===== src/rtl/srl_delay_ctrl.sv =====
// Variable-length shift-register delay line with valid/ready handshake.
// Data stages are never reset so they can map to SRL primitives; fill/length counters carry state.
module srl_delay_ctrl #(
  parameter int width    = 1,
  parameter int depth    = 130,
  parameter int init_len = 4
) (
  input  logic             clk,
  input  logic             r,
  input  logic [width-1:0] i,
  input  logic             i_valid,
  output logic             i_ready,
  output logic [width-1:0] q,
  output logic             q_valid,
  input  logic             q_ready,
  input  logic [31:0]      l_req,
  input  logic             l_load,
  input  logic             flush,
  output logic [31:0]      l_cur,
  output logic [31:0]      fill,
  output logic [1:0]       st
);

  localparam int AW = (depth > 1) ? $clog2(depth) : 1;
  localparam logic [31:0] DEPTH = 32'(depth);

  typedef enum logic [1:0] {
    EMPTY = 2'd0,
    FILL  = 2'd1,
    RUN   = 2'd2
  } state_t;

  state_t           state, state_n;
  logic [width-1:0] sr [depth];
  logic             shift;
  logic [31:0]      fill_n, l_n, l_clamp;
  logic [AW-1:0]    tap;

  assign q_valid = (fill >= l_cur);
  assign i_ready = !r && !flush && (!q_valid || q_ready);
  assign shift   = i_valid && i_ready;
  // l_cur is held in 1..depth, so the tap index never goes out of range
  assign tap     = AW'(l_cur - 32'd1);
  assign q       = sr[tap];
  assign st      = state;

  // No reset on the data stages; only the shift enable gates them.
  always_ff @(posedge clk) begin
    if (shift) begin
      sr[0] <= i;
      for (int k = 1; k < depth; k++) sr[k] <= sr[k-1];
    end
  end

  always_comb begin
    l_clamp = l_req;
    if (l_req == 32'd0)   l_clamp = 32'd1;
    else if (l_req > DEPTH) l_clamp = DEPTH;

    fill_n = fill;
    if (flush)                        fill_n = 32'd0;
    else if (shift && fill != DEPTH)  fill_n = fill + 32'd1;

    l_n = l_load ? l_clamp : l_cur;

    // State tracks the post-edge fill against the post-edge length
    state_n = RUN;
    if (fill_n == 32'd0)   state_n = EMPTY;
    else if (fill_n < l_n) state_n = FILL;
  end

  always_ff @(posedge clk) begin
    if (r) begin
      state <= EMPTY;
      fill  <= 32'd0;
      l_cur <= 32'(init_len);
    end else begin
      state <= state_n;
      fill  <= fill_n;
      l_cur <= l_n;
    end
  end

endmodule


===== config.mk =====
export PLATFORM = sky130hd
export DESIGN_NAME = srl_delay_ctrl
export DESIGN_NICKNAME = d
export VERILOG_FILES = /design/src/rtl/srl_delay_ctrl.sv
export SDC_FILE = /design/constraint.sdc
export NUM_CORES = 1
export LEC_CHECK = 0
export BUFFER_PORTS_ARGS = -buffer_cell sky130_fd_sc_hd__buf_2
export CAP_MARGIN = 20
export CORE_ASPECT_RATIO = 0.8
export CORE_MARGIN = 1.5
export CORE_UTILIZATION = 64
export DETAILED_ROUTE_END_ITERATION = 10
export PLACE_DENSITY_LB_ADDON = 0.25
export SETUP_SLACK_MARGIN = 0.3
export SLEW_MARGIN = 10
export SYNTH_ARGS = -nofsm -noshare
export SYNTH_HDL_FRONTEND = slang
export SYNTH_SLANG_ARGS = --single-unit

===== constraint.sdc =====
create_clock -name clk -period 15.85 [get_ports clk]
set_input_delay 3.17 -clock clk [delete_from_list [all_inputs] [get_ports clk]]
set_output_delay 3.17 -clock clk [all_outputs]
set_load 0.005 [all_outputs]

Word level (Yosys, flattened, before mapping)
Memories as Yosys holds them, arrays and structs flattened. Index checks and enable logic that the tools add are counted.

Bits in registers: 66. RAM bits: 130. Output and inout port bits: 69. Memories: 1.

Add/sub/neg operators: 2. Magnitude comparators: 3. Equal/unequal tests: 1. Multiplexer cells: 8. Reductions and logical operators: 11.

Memory list: sr (depth 130, width 1, read ports 130, clocked after memory_dff 0, wr ports 130, line 34) `logic [width-1:0] sr [depth];`.

Operators by type and width (count): two-way mux 32 bit (5); zero test 32 bit (2); adder 32 x 1 -> 32 bit (second input constant) (1); >= comparator 32 bit (1); > comparator 32 x 8 -> 1 bit (second input constant) (1); < comparator 32 bit (1); != test 32 x 8 -> 1 bit (second input constant) (1); subtractor 8 x 1 -> 8 bit (second input constant) (1); logical AND 1 bit (4); zero test 1 bit (3); two-way mux 1 bit (2); two-way mux 2 bit (1); OR reduction 2 bit (1); logical OR 1 bit (1).

Depth between registers and ports, before layout
Gate-level depths: netlist of run 1.

Depth in word-level cells: 10. Mapped depth: 22.

Worst setup path before layout of run 1
OpenSTA, ideal clock, no wires.

Path type: in2reg. Start point: in r. End point: mem sr[0] (enable). Library setup time: 0.504 ns. Arrival time: 6.938 ns. Required time: 15.346 ns. Setup slack: 8.407 ns. Stages: 5. Path buffers: 1. Cell sequence: clkbuf_1 clkinv_1 nand2_1 nor3_1 and2_1.

RTL lines: from (decl) (line 9) `input logic r,`; to (decl) (line 34).

Final worst setup path of run 1
Start point: in r. End point: out i_ready.

Word-level cells in the longest chain between the ends: 3.

RTL lines: zero test 1 bit (line 40) `assign i_ready = !r && !flush && (!q_valid || q_ready);`; logical AND 1 bit (2 in series) (line 40); to (decl) (line 12) `output logic i_ready,`.

No other way between the ends.

==> results of run 1 <==
[worst min-delay path by stage]
| stage | startpoint | end |
|---|---|---|
| 2_1_floorplan | sr[101] | sr[102] |
| 3_3_place_gp | sr[98] | sr[99] |
| 3_5_place_dp | sr[113] | sr[114] |
| 4_1_cts | sr[33] | sr[34] |
| 5_1_grt | sr[87] | sr[88] |
| 6_report | sr[78] | sr[79] |
[final cells by class]
cell class              instances  area (sq um)
flip-flops and latches        196          5230
multi-input cells             570          4570
fillers                       997          3790
repair buffers                116           616
clock buffers                  18           429
well taps                     210           263
clock inverters                14           178
inverters                      40           150
[through the flow]
step / power [W] / cells
global route: 0.00110 / 1164
finish: 0.00107 / 1164
CTS: 0.00107 / 1163
detailed placement: 0.000633 / 1131
floorplan: 0.000611 / 844
global placement: 0.000630 / 1131
[cells in the mapped netlist, types with 18 or more instances]
library cell and number:
o21ai_0 18, mux4_2 42, nor3_1 43, ha_1 66, a21oi_1 36, nand2_1 40, xnor2_1 19, dfxtp_1 66
edfxtp_1 130, nor2_1 87, nand4_1 27, clkbuf_1 26, inv_1 39, nand2b_1 27, xor2_1 20
[where the power goes]
part / internal, W / leakage [nW] / switching (W) / total, W
Clock: 0.000251 / 0.294 / 0.000194 / 0.000445
Combinational: 0.0000282 / 2.34 / 0.0000360 / 0.0000643
Sequential: 0.000553 / 1.73 / 0.00000667 / 0.000560
[critical path, delay by kind of cell]
kind / cells / cell delay, ps
AND/OR/NAND/NOR: 2 / 1020
buffers and inverters: 4 / 1130
[cell families after synthesis]
logic type | count (synthesis) | share of synthesized area [%]
AND/OR/NAND/NOR | 312 | 16.3
flip-flops | 196 | 51.8
AO/OA/AOI/OAI | 106 | 7.46
buffers and inverters | 78 | 3.00
adder cells (fa/ha/maj) | 67 | 8.28
multiplexers | 45 | 9.67
XOR/XNOR | 40 | 3.55
[sequential cells by signal, summed over array words and instances, names as in the netlist]
register and count:
st 2, l_cur 32, fill 32, sr 130
[cells in the final DEF (no fill, tap or decap), types with 4 or more instances in the layout]
cell / instances
clkbuf_16: 17
buf_2: 107
o21a_1: 6
nor2b_1: 6
mux4_2: 42
a211oi_1: 5
buf_4: 8
dfxtp_1: 65
xor2_1: 20
inv_1: 39
xnor2_1: 19
nand4_1: 27
nor4_1: 17
nor3_1: 43
o21ai_0: 18
a31oi_1: 4
nand3_1: 16
ha_1: 66
nand2_1: 40
or3_1: 5
edfxtp_1: 130
nor2_1: 87
and2_1: 7
a21o_1: 7
nand2b_1: 27
a2bb2oi_1: 5
a21oi_1: 36
and3_1: 13
and4_1: 5
[metal layers]
| metal | vias up | GRT usage (%) | wire length, um | share of wire (%) |
|---|---|---|---|---|
| met3 | 48 | 7.62 | 2590 | 10 |
| li1 | 3374 | - | - | - |
| met2 | 467 | 47.1 | 11400 | 45 |
| met4 | 0 | 6.94 | 463 | 1.8 |
| met1 | 3593 | 47.9 | 10800 | 43 |
| met5 | - | 0 | 0 | 0 |
==> key figures, run 1 <==
STA
  – Fin worst setup slack: 7340 ps
  – Max Clock Freq: 0.118 GHz
  – Final Setup Violations: 0
  – RSZ-0062 raised after global routing: no
  – Fin Hold WS: 430 ps
  – Min Tclk post-route: around 8500 ps
  – Slew @ Worst Pin: around 1200 ps
  – Final period util: between 50 and 60%
  – Final Skew: between 10 and 15 ps
  – Sum Neg Setup Slack: 0 ps
  – Hold Vio Cnt, Final: 0
  – Slew margin rel.: 19.0%
  – Pins Over Slew Limit: 0

Setup path
  – Critical Path Source: r
  – Critical R2R Launch: l_cur[0]
  – Worst Reg-to-Reg Cells: 22
  – Critical-path cell list: buf_2, buf_4, clkinv_1, nand2_1, nor3_1, buf_2
  – Setup CP Type: in -> out
  – Critical path launch point type: input pin
  – Crit-path max FO: 44
  – Worst path max stage delay: 810 ps
  – CP Capture Type: output port
  – Capturing point of the worst reg2reg path: st[1]
  – Most frequent cell on the critical path: buf_2
  – Arr. time, crit path: 5340 ps
  – Critical Path Slowest Stage Cell: nand2_1
  – Worst Path Required: 12680 ps
  – Setup crit end: i_ready
  – R2R setup slack: 10230 ps

Route
  – 1st-iter DRT viols: 879
  – Initial DRT Pass Iterations: 5
  – Antenna Nets Post-Route: 0
  – Routed WL: 25.2 mm
  – Drt drc: 0
  – DR WL/cell: 21.7 um
  – Routed vias: 7482
  – Via density: 6.43

Floorplan
  – Core area: 0.0152 sq mm
  – Die height: 115 um
  – I/O pins: 108
  – Die width: 143 um
  – Cell Rows: 40
  – Initial Util: 66.3%
  – Die area: around 0.017 sq mm

Clock network
  – Worst-skew pair later-pin latency: 440 ps
  – Setup repair bufs after CTS: 0
  – Post-cts sizing count: 0
  – Total CTS buffers: 17
  – CTS H-Tree Depth: 4
  – Max Buffers Root-to-Sink: 2
  – CTS Hold Bufs: 0
  – Clk slew on worst S/H paths: 80 ps
  – CTS tree: yes
  – Clk Tree Root Cell: clkbuf_16
  – Clk sinks: 196

Global routing
  – Total track usage: about a third
  – First-pass GRT wire length: 38.8 mm
  – GRT overflow: 0
  – Antenna violations before repair: 0
  – Largest net degree at the start of global routing: 91
  – Vias in the first global route: ~7000

Finish
  – Nets: 1046
  – Final Util: approximately three quarters
  – N_diodes: 0
  – Layout area overhead: 13.2%
  – Design Area, Final: 0.0114 sq mm
  – Share of layout cells above drive strength 1: 22.0%

Run status
  – Status: completed

Place
  – Setup slack at placement: 7450 ps
  – Placed cell areas: 0.0108 sq mm
  – Port Buffers: 107
  – Post-DP HPWL: 17.2 mm
  – GPL Wtd Cong: approximately 0.96

Power
  – VDD IR max: 80.4 uV
  – Pwr/cell area: 93.5 mW/mm^2
  – Lkg Pwr: 4.36 nW

Hold path
  – Worst Hold Path Cells: 0
  – Hold Crit Class: reg -> reg

Synth
  – Syn Area/Cell: 12.0 sq um
  – Share of the synthesized area in the top cell type: around two fifths
  – Post-Syn Instances: approximately 840
  – Netlist cell types: between 70 and 80
  – Asr flop ratio synth: 0%
  – Syn Nets: 949
  – Top post-synthesis cells by area: edfxtp_1, dfxtp_1, mux4_2
  – Cell Area, Synth: 0.0101 sq mm
  – Synth area leader: edfxtp_1
  – Sequential fraction of the synthesis area: 51.8%
  – Synth Warn #: 0
  – Post-synth EDFFs: 130
  – Register bit total from synthesis: 196
  – Top_reg_cell synth: edfxtp_1

Flow run
  – Number of max-cap violations: 0
(Power assumes the default switching activity.)
==> inputs of run 2 (changes only) <==
--- a/config.mk
+++ b/config.mk
@@ -9,7 +9,7 @@
 export CAP_MARGIN = 20
 export CORE_ASPECT_RATIO = 0.8
 export CORE_MARGIN = 1.5
-export CORE_UTILIZATION = 64
+export CORE_UTILIZATION = 59
 export DETAILED_ROUTE_END_ITERATION = 10
 export PLACE_DENSITY_LB_ADDON = 0.25
 export SETUP_SLACK_MARGIN = 0.3
==> constraint.sdc (replaced) <==
create_clock -name clk -period 8.4 [get_ports clk]
set_input_delay 1.68 -clock clk [delete_from_list [all_inputs] [get_ports clk]]
set_output_delay 1.68 -clock clk [all_outputs]
set_load 0.005 [all_outputs]
==> run 2 against run 1 <==
  * Routed wire length fell by 4.0%
  * Die area rose by 8.3%
  * Core utilization fell by 6.7 points
==> key figures, run 2 (synthesized netlist as in run 1, its figures left out) <==
Finish
  – Commonest non-fill, non-tap cell in the layout: edfxtp_1
  – Layout area overhead: 12.9%
  – N_diodes: 0 (unchanged)
  – Most frequent cells in the layout: edfxtp_1, buf_2, nor2_1, ha_1, dfxtp_1
  – Largest Register: sr
  – Max reg flops: 130 (unchanged)
  – Largest registers: sr x130, fill x32, l_cur x32
  – Filler Cell Count: 1185 (+19%)
  – Share of layout cells above drive strength 1: 22.2% (+0.21 points)
  – Nets: 1046 (unchanged)

Clock network
  – Total CTS buffers: 17 (unchanged)
  – Clk slew on worst S/H paths: 70 ps (about the same)
  – Clk Tree Root Cell: clkbuf_16
  – Clk sinks: 196 (unchanged)
  – Max Buffers Root-to-Sink: 2 (unchanged)
  – CTS Hold Bufs: 0 (unchanged)
  – Setup repair bufs after CTS: 0 (unchanged)
  – CTS tree: yes
  – CTS H-Tree Depth: 4 (unchanged)
  – Post-cts sizing count: 0 (unchanged)
  – Worst-skew pair later-pin latency: 440 ps (about the same)

Setup path
  – Family with the most delay on the worst path: simple AND/OR/NAND/NOR gates
  – Critical Path Source: r
  – Critical R2R Launch: fill[30]
  – Arr. time, crit path: 6420 ps (+1080 ps)
  – Critical-path cell list: buf_2, buf_4, clkinv_1, nand2_1, buf_4, nor2_1, and3_1, nand2_1, xor2_1, nor2_1, ha_1, nand4_1, nor3_1, nand4_1, or4_1, or3_1, o211ai_1, a21boi_1
  – Crit-path max FO: 25 (-43%)
  – CP Capture Type: flip-flop
  – Critical path launch point type: input pin
  – Critical Path Slowest Stage Cell: or4_1
  – Setup CP Type: in -> reg
  – Worst path max stage delay: 550 ps (-260 ps)
  – Worst Path Required: 8770 ps (-3910 ps)
  – Crit path buf inv count: 4 (unchanged)

Hold path
  – Hold Crit Class: reg -> reg
  – Worst hold start: sr[58]

STA
  – Slew margin rel.: 31.9% (+13 points)
  – Final period util: between 70 and 80%
  – Fin Hold WS: 446 ps (+16.1 ps)
  – Pins Over Slew Limit: 0 (unchanged)
  – Slew @ Worst Pin: 1020 ps (-184 ps)
  – Min Tclk post-route: 6050 ps
  – Max Clock Freq: 0.165 GHz
  – Final Skew: 16.2 ps (+2.02 ps)
  – Final Setup Violations: 0 (unchanged)
  – Hold Vio Cnt, Final: 0 (unchanged)
  – RSZ-0062 raised after global routing: no
  – Sum Neg Setup Slack: 0 ps (unchanged)

Power
  – Pwr/cell area: 173 mW/mm^2 (+85%)
  – VDD IR max: 162 uV (+100%)
  – Sw frac: 23.2% (+1.1 points)
  – Pint: 0.00152 W (+82%)
  – Combinational share of power: 6.1% (about the same)
  – Clock Power Share: 40.5% (-1.1 points)
  – Lkg Pwr: 4.33 nW (-0.55%)
  – Flop pwr share: 53.4% (+1.0 points)
  – Sw Pwr: 0.000459 W (+94%)

Floorplan
  – Die area: 0.0179 sq mm (+8.3%)
  – Die width: 149 um (+4.1%)
  – Core area: 0.0167 sq mm (+9.5%)
  – Initial Util: 60.6% (-5.7 points)
  – I/O pins: 108 (unchanged)
  – Cell Rows: 42 (+5.0%)
  – Die height: 120 um (+4.0%)

Flow run
  – Number of max-cap violations: 0 (unchanged)

Global routing
  – GRT overflow: 0 (unchanged)
  – First-pass GRT wire length: 38.0 mm (-2.2%)
  – Antenna violations before repair: 0 (unchanged)
  – Total track usage: 28.4% (-3.3 points)
  – Largest net degree at the start of global routing: 81 (-11%)
  – Vias in the first global route: 6743 (-2.1%)

Route
  – Via density: 6.22 (-3.2%)
  – Drt drc: 0 (unchanged)
  – Routed WL: 24.2 mm (-4.0%)
  – Initial DRT Pass Iterations: 6 (+1)
  – 1st-iter DRT viols: 793 (-9.8%)
  – Routed vias: 7307 (-2.3%)
  – Antenna Nets Post-Route: 0 (unchanged)
  – DR WL/cell: 20.6 um (-4.8%)

Place
  – Post-DP HPWL: 16.9 mm (-2.0%)
  – Port Buffers: 107 (unchanged)
  – GPL Wtd Cong: 0.968 (+1.2%)

Run status
  – Status: completed
==> run 2: area by class of cell <==
cell class	instances	area, sq um	area share (%)
multi-input cells	570	4570	40.1
flip-flops and latches	196	5230	45.9
well taps	220	275	2.42
clock inverters	13	139	1.22
clock buffers	19	433	3.80
inverters	40	150	1.32
repair buffers	116	603	5.29
==> run 2: worst reg2reg max path, stage by stage, from the launching register on <==
cell and delay, ps:
dfxtp_1 590, ha_1 360, a21oi_1 200, nand2_1 80, a21oi_1 330, a41oi_2 340, nor3_2 510, buf_4 280
nand4_1 120, xor2_1 420, nor2_1 120, ha_1 340, a21o_1 180, a21oi_1 140, nor2b_1 60, o21ai_0 140
nand2b_1 80, a21oi_1 370, o2111ai_1 190, a211oi_1 240, o211ai_1 140, a21boi_1 150
==> run 2: power groups by stage <==
stage	clock network (W)	logic [W]	registers (W)
floorplan	0	0.0000796	0.00107
global placement	0	0.000116	0.00107
detailed placement	0	0.000119	0.00108
CTS	0.000807	0.000119	0.00105
global route	0.000846	0.000129	0.00106
finish	0.000801	0.000120	0.00106
==> run 2: path summary, 6_finish.rpt <==
kind	end	slack (ps)	cells past startpoint
max reg2reg	st[1]	2910	21
min	sr[59]	450	0
min reg2reg	sr[59]	450	0
max	st[1]	2350	18
==> run 2: metrics by stage <==
stage / setup slack, ps / power [W] / std cells / utilization [%] / instance area (sq um)
finish: 2350 / 0.00198 / 1174 / 68.4 / 11400
global route: 2000 / 0.00203 / 1174 / 68.4 / 11400
CTS: 2370 / 0.00198 / 1173 / 68.4 / 11400
detailed placement: 2080 / 0.00119 / 1141 / 64.9 / 10800
global placement: 2250 / 0.00119 / 1141 / 64.9 / 10800
floorplan: 2450 / 0.00115 / 844 / - / 10100
==> run 2: metal layers <==
layer | routed length [um] | global-route usage (%) | up-vias
met4 | 269 | 5.45 | 0
met1 | 11400 | 44.2 | 3527
met3 | 2170 | 6.69 | 27
met5 | 0 | 0 | -
met2 | 10400 | 40.8 | 374
li1 | - | - | 3379
==> inputs of run 3 (changes only) <==
--- a/config.mk
+++ b/config.mk
@@ -9,7 +9,7 @@
 export CAP_MARGIN = 20
 export CORE_ASPECT_RATIO = 0.8
 export CORE_MARGIN = 1.5
-export CORE_UTILIZATION = 59
+export CORE_UTILIZATION = 54
 export DETAILED_ROUTE_END_ITERATION = 10
 export PLACE_DENSITY_LB_ADDON = 0.25
 export SETUP_SLACK_MARGIN = 0.3
==> constraint.sdc (replaced) <==
create_clock -name clk -period 4.94 [get_ports clk]
set_input_delay 0.988 -clock clk [delete_from_list [all_inputs] [get_ports clk]]
set_output_delay 0.988 -clock clk [all_outputs]
set_load 0.005 [all_outputs]
==> run 3 against run 2 <==
  * Cell count grew 8.5%
  * Total power grew 74%
  * Global-route usage down 2.4 points
  * Sequential cell count unchanged
  * Sequential share of layout area is 3.1 points lower
  * Clock-buffer cell count did not move
  * Critical path depth rose by 1
  * Register-to-register slack worse by 2600 ps
  * Sequential power is 69% higher
  * Non-clock buffer count grew 67
  * Worst setup slack worse by 2000 ps
  * Hold slack improved by 1.6 ps
  * Critical path type is now reg -> reg
  * Largest cell class unchanged
==> key figures, run 3 (synthesized netlist as in run 1, its figures left out) <==
STA
  – RSZ-0062 raised after global routing: yes
  – Slew margin rel.: 53.0% (+21 points)
  – Final period util: 93.9%
  – Pins Over Slew Limit: 0 (unchanged)
  – Slew @ Worst Pin: 705 ps (-317 ps)
  – Min Tclk post-route: 4640 ps
  – Final Setup Violations: 0 (unchanged)
  – Max Clock Freq: approximately 0.22 GHz
  – Sum Neg Setup Slack: 0 ps (unchanged)
  – Hold Vio Cnt, Final: 0 (unchanged)
  – Fin worst setup slack: 301 ps (-2040 ps)
  – Final Skew: 15.2 ps (-0.944 ps)

Clock network
  – Max Buffers Root-to-Sink: 2 (unchanged)
  – Total CTS buffers: 17 (unchanged)
  – Clk sinks: 196 (unchanged)
  – Worst-skew pair later-pin latency: 450 ps (about the same)
  – CTS tree: yes
  – Clk Tree Root Cell: clkbuf_16
  – CTS H-Tree Depth: 4 (unchanged)
  – Clk slew on worst S/H paths: 80 ps (about the same)

Floorplan
  – I/O pins: 108 (unchanged)
  – Die height: 125 um (+4.4%)
  – Core area: 0.0182 sq mm (+9.4%)
  – Initial Util: 55.4% (-5.2 points)
  – Die area: 0.0195 sq mm (+9.0%)
  – Cell Rows: 44 (+4.8%)
  – Die width: 156 um (+4.4%)

Setup path
  – Setup CP Type: reg -> reg
  – Arr. time, crit path: 5010 ps (-1410 ps)
  – Critical path launch point type: flip-flop
  – Crit-path max FO: 6 (-76%)
  – Worst Reg-to-Reg Cells: 19 (-9.5%)
  – Setup crit end: st[1]
  – Capturing point of the worst reg2reg path: st[1]
  – R2R setup slack: 300 ps (-2610 ps)
  – Critical R2R Launch: l_cur[26]
  – Worst Path Required: 5320 ps (-3450 ps)
  – Critical Path Source: l_cur[26]
  – CP Capture Type: flip-flop

Route
  – Drt drc: 0 (unchanged)
  – Via density: 5.97 (-4.1%)
  – Antenna Nets Post-Route: 0 (unchanged)
  – Initial DRT Pass Iterations: 8 (+2)
  – Routed vias: 7605 (+4.1%)
  – 1st-iter DRT viols: 779 (-1.8%)
  – Routed WL: 25.6 mm (+5.5%)
  – DR WL/cell: 20.1 um (-2.8%)

Finish
  – Largest registers: sr x130, fill x32, l_cur x32
  – Max reg flops: 130 (unchanged)
  – Layout area overhead: 21.8%
  – Final std cells w/o fill: 1274 (+8.5%)
  – N_diodes: 0 (unchanged)
  – Most frequent cells in the layout: edfxtp_1, buf_2, nor2_1, buf_4, ha_1
  – Design Area, Final: 0.0123 sq mm (+7.8%)
  – Share of layout cells above drive strength 1: 33.0% (+11 points)
  – Commonest non-fill, non-tap cell in the layout: edfxtp_1
  – Nets: 1113 (+6.4%)
  – Largest Register: sr

Place
  – GPL Wtd Cong: 0.944 (-2.4%)
  – Setup slack at placement: 135 ps (-1940 ps)
  – Post-DP HPWL: 17.4 mm (+3.5%)
  – Port Buffers: 107 (unchanged)
  – Placed cell areas: 0.0112 sq mm (+3.4%)
  – Placed cell count: 1213 (+6.3%)

Global routing
  – Antenna violations before repair: 0 (unchanged)
  – Total track usage: 26.0% (-2.4 points)
  – First-pass GRT wire length: 38.6 mm (+1.6%)
  – GRT overflow: 0 (unchanged)
  – Vias in the first global route: 6944 (+3.0%)
  – Largest net degree at the start of global routing: 50 (-38%)

Power
  – VDD IR max: 241 uV (+49%)
  – Sw frac: 24.1% (+0.91 points)
  – Pint: 0.00261 W (+72%)
  – Combinational share of power: 6.6% (+0.5 points)
  – Pwr/cell area: 280 mW/mm^2 (+62%)
  – Flop pwr share: 52.0% (-1.4 points)
  – Clock Power Share: 41.4% (+0.9 points)
  – Total power: 0.00344 W (+74%)
  – Sw Pwr: 0.000831 W (+81%)
  – Lkg Pwr: 4.78 nW (+10%)

Flow run
  – Number of max-cap violations: 0 (unchanged)

Run status
  – Status: completed

Hold path
  – Hold Crit Class: reg -> reg
run 3: cell count changes in the layout (fill, tap and decap cells not counted), sizes merged:
cell,delta
buf,+67
clkinvlp,-2
clkinv,+1
inv,+1
run 3: how the worst min path moves through the flow:
stage                       start  endpoint  slack (ps)  depth (start not counted)
after global placement     sr[66]    sr[67]         420                          0
after CTS                 sr[120]   sr[121]         450                          0
after detailed placement  sr[103]   sr[104]         430                          0
final                     sr[118]   sr[119]         450                          0
after floorplan           sr[101]   sr[102]         420                          0
after global routing        sr[2]     sr[3]         460                          0
run 3: stage by stage:
step	hold WS, ps	util, %
after global placement	423	61.4
final	448	67.4
after CTS	451	64.9
after global routing	460	67.4
after detailed placement	431	61.4
after floorplan	421	-
run 3: worst max-delay path: stages (launching register included):
cell and delay (ps):
dfxtp_2 350, inv_2 70, ha_4 270, nand4_1 210, nor4_4 380, nand2_2 140, a211oi_4 440, nor3_4 100
buf_4 150, buf_6 120, buf_4 130, nand4_1 90, xor2_1 400, nor2_1 90, ha_1 320, nand4_1 180
or4_4 520, or3_1 320, o211ai_1 110, a21boi_2 180
run 3: layout make-up:
type | instances | area (sq um)
Fill cell | 1341 | 5930
Sequential cell | 196 | 5260
Multi-Input combinational cell | 570 | 4800
Timing Repair Buffer | 183 | 1150
Clock buffer | 19 | 433
Tap cell | 253 | 317
Clock inverter | 13 | 175
Inverter | 40 | 150
run 3: repair_timing:
item,in CTS,in global routing
pin swaps,2,20
hold buffers,0,0
gates resized for setup,3,63
buffers inserted,1,28
endpoints found under the hold margin,0,0
endpoints found under the setup margin,2,2
run 3: power groups by stage:
stage          combinational [W]  sequential, W  clock (W)
2_1_floorplan           0.000136        0.00182          0
3_3_place_gp            0.000212        0.00182          0
3_5_place_dp            0.000213        0.00183          0
4_1_cts                 0.000218        0.00179    0.00144
5_1_grt                 0.000242        0.00179    0.00151
6_report                0.000226        0.00179    0.00142
run 3: routing by layer:
layer	track usage (%)	share of wire (%)
met1	40.8	47
met2	35.9	43
met3	7.21	8.8
met4	5.71	1.6
met5	0	0
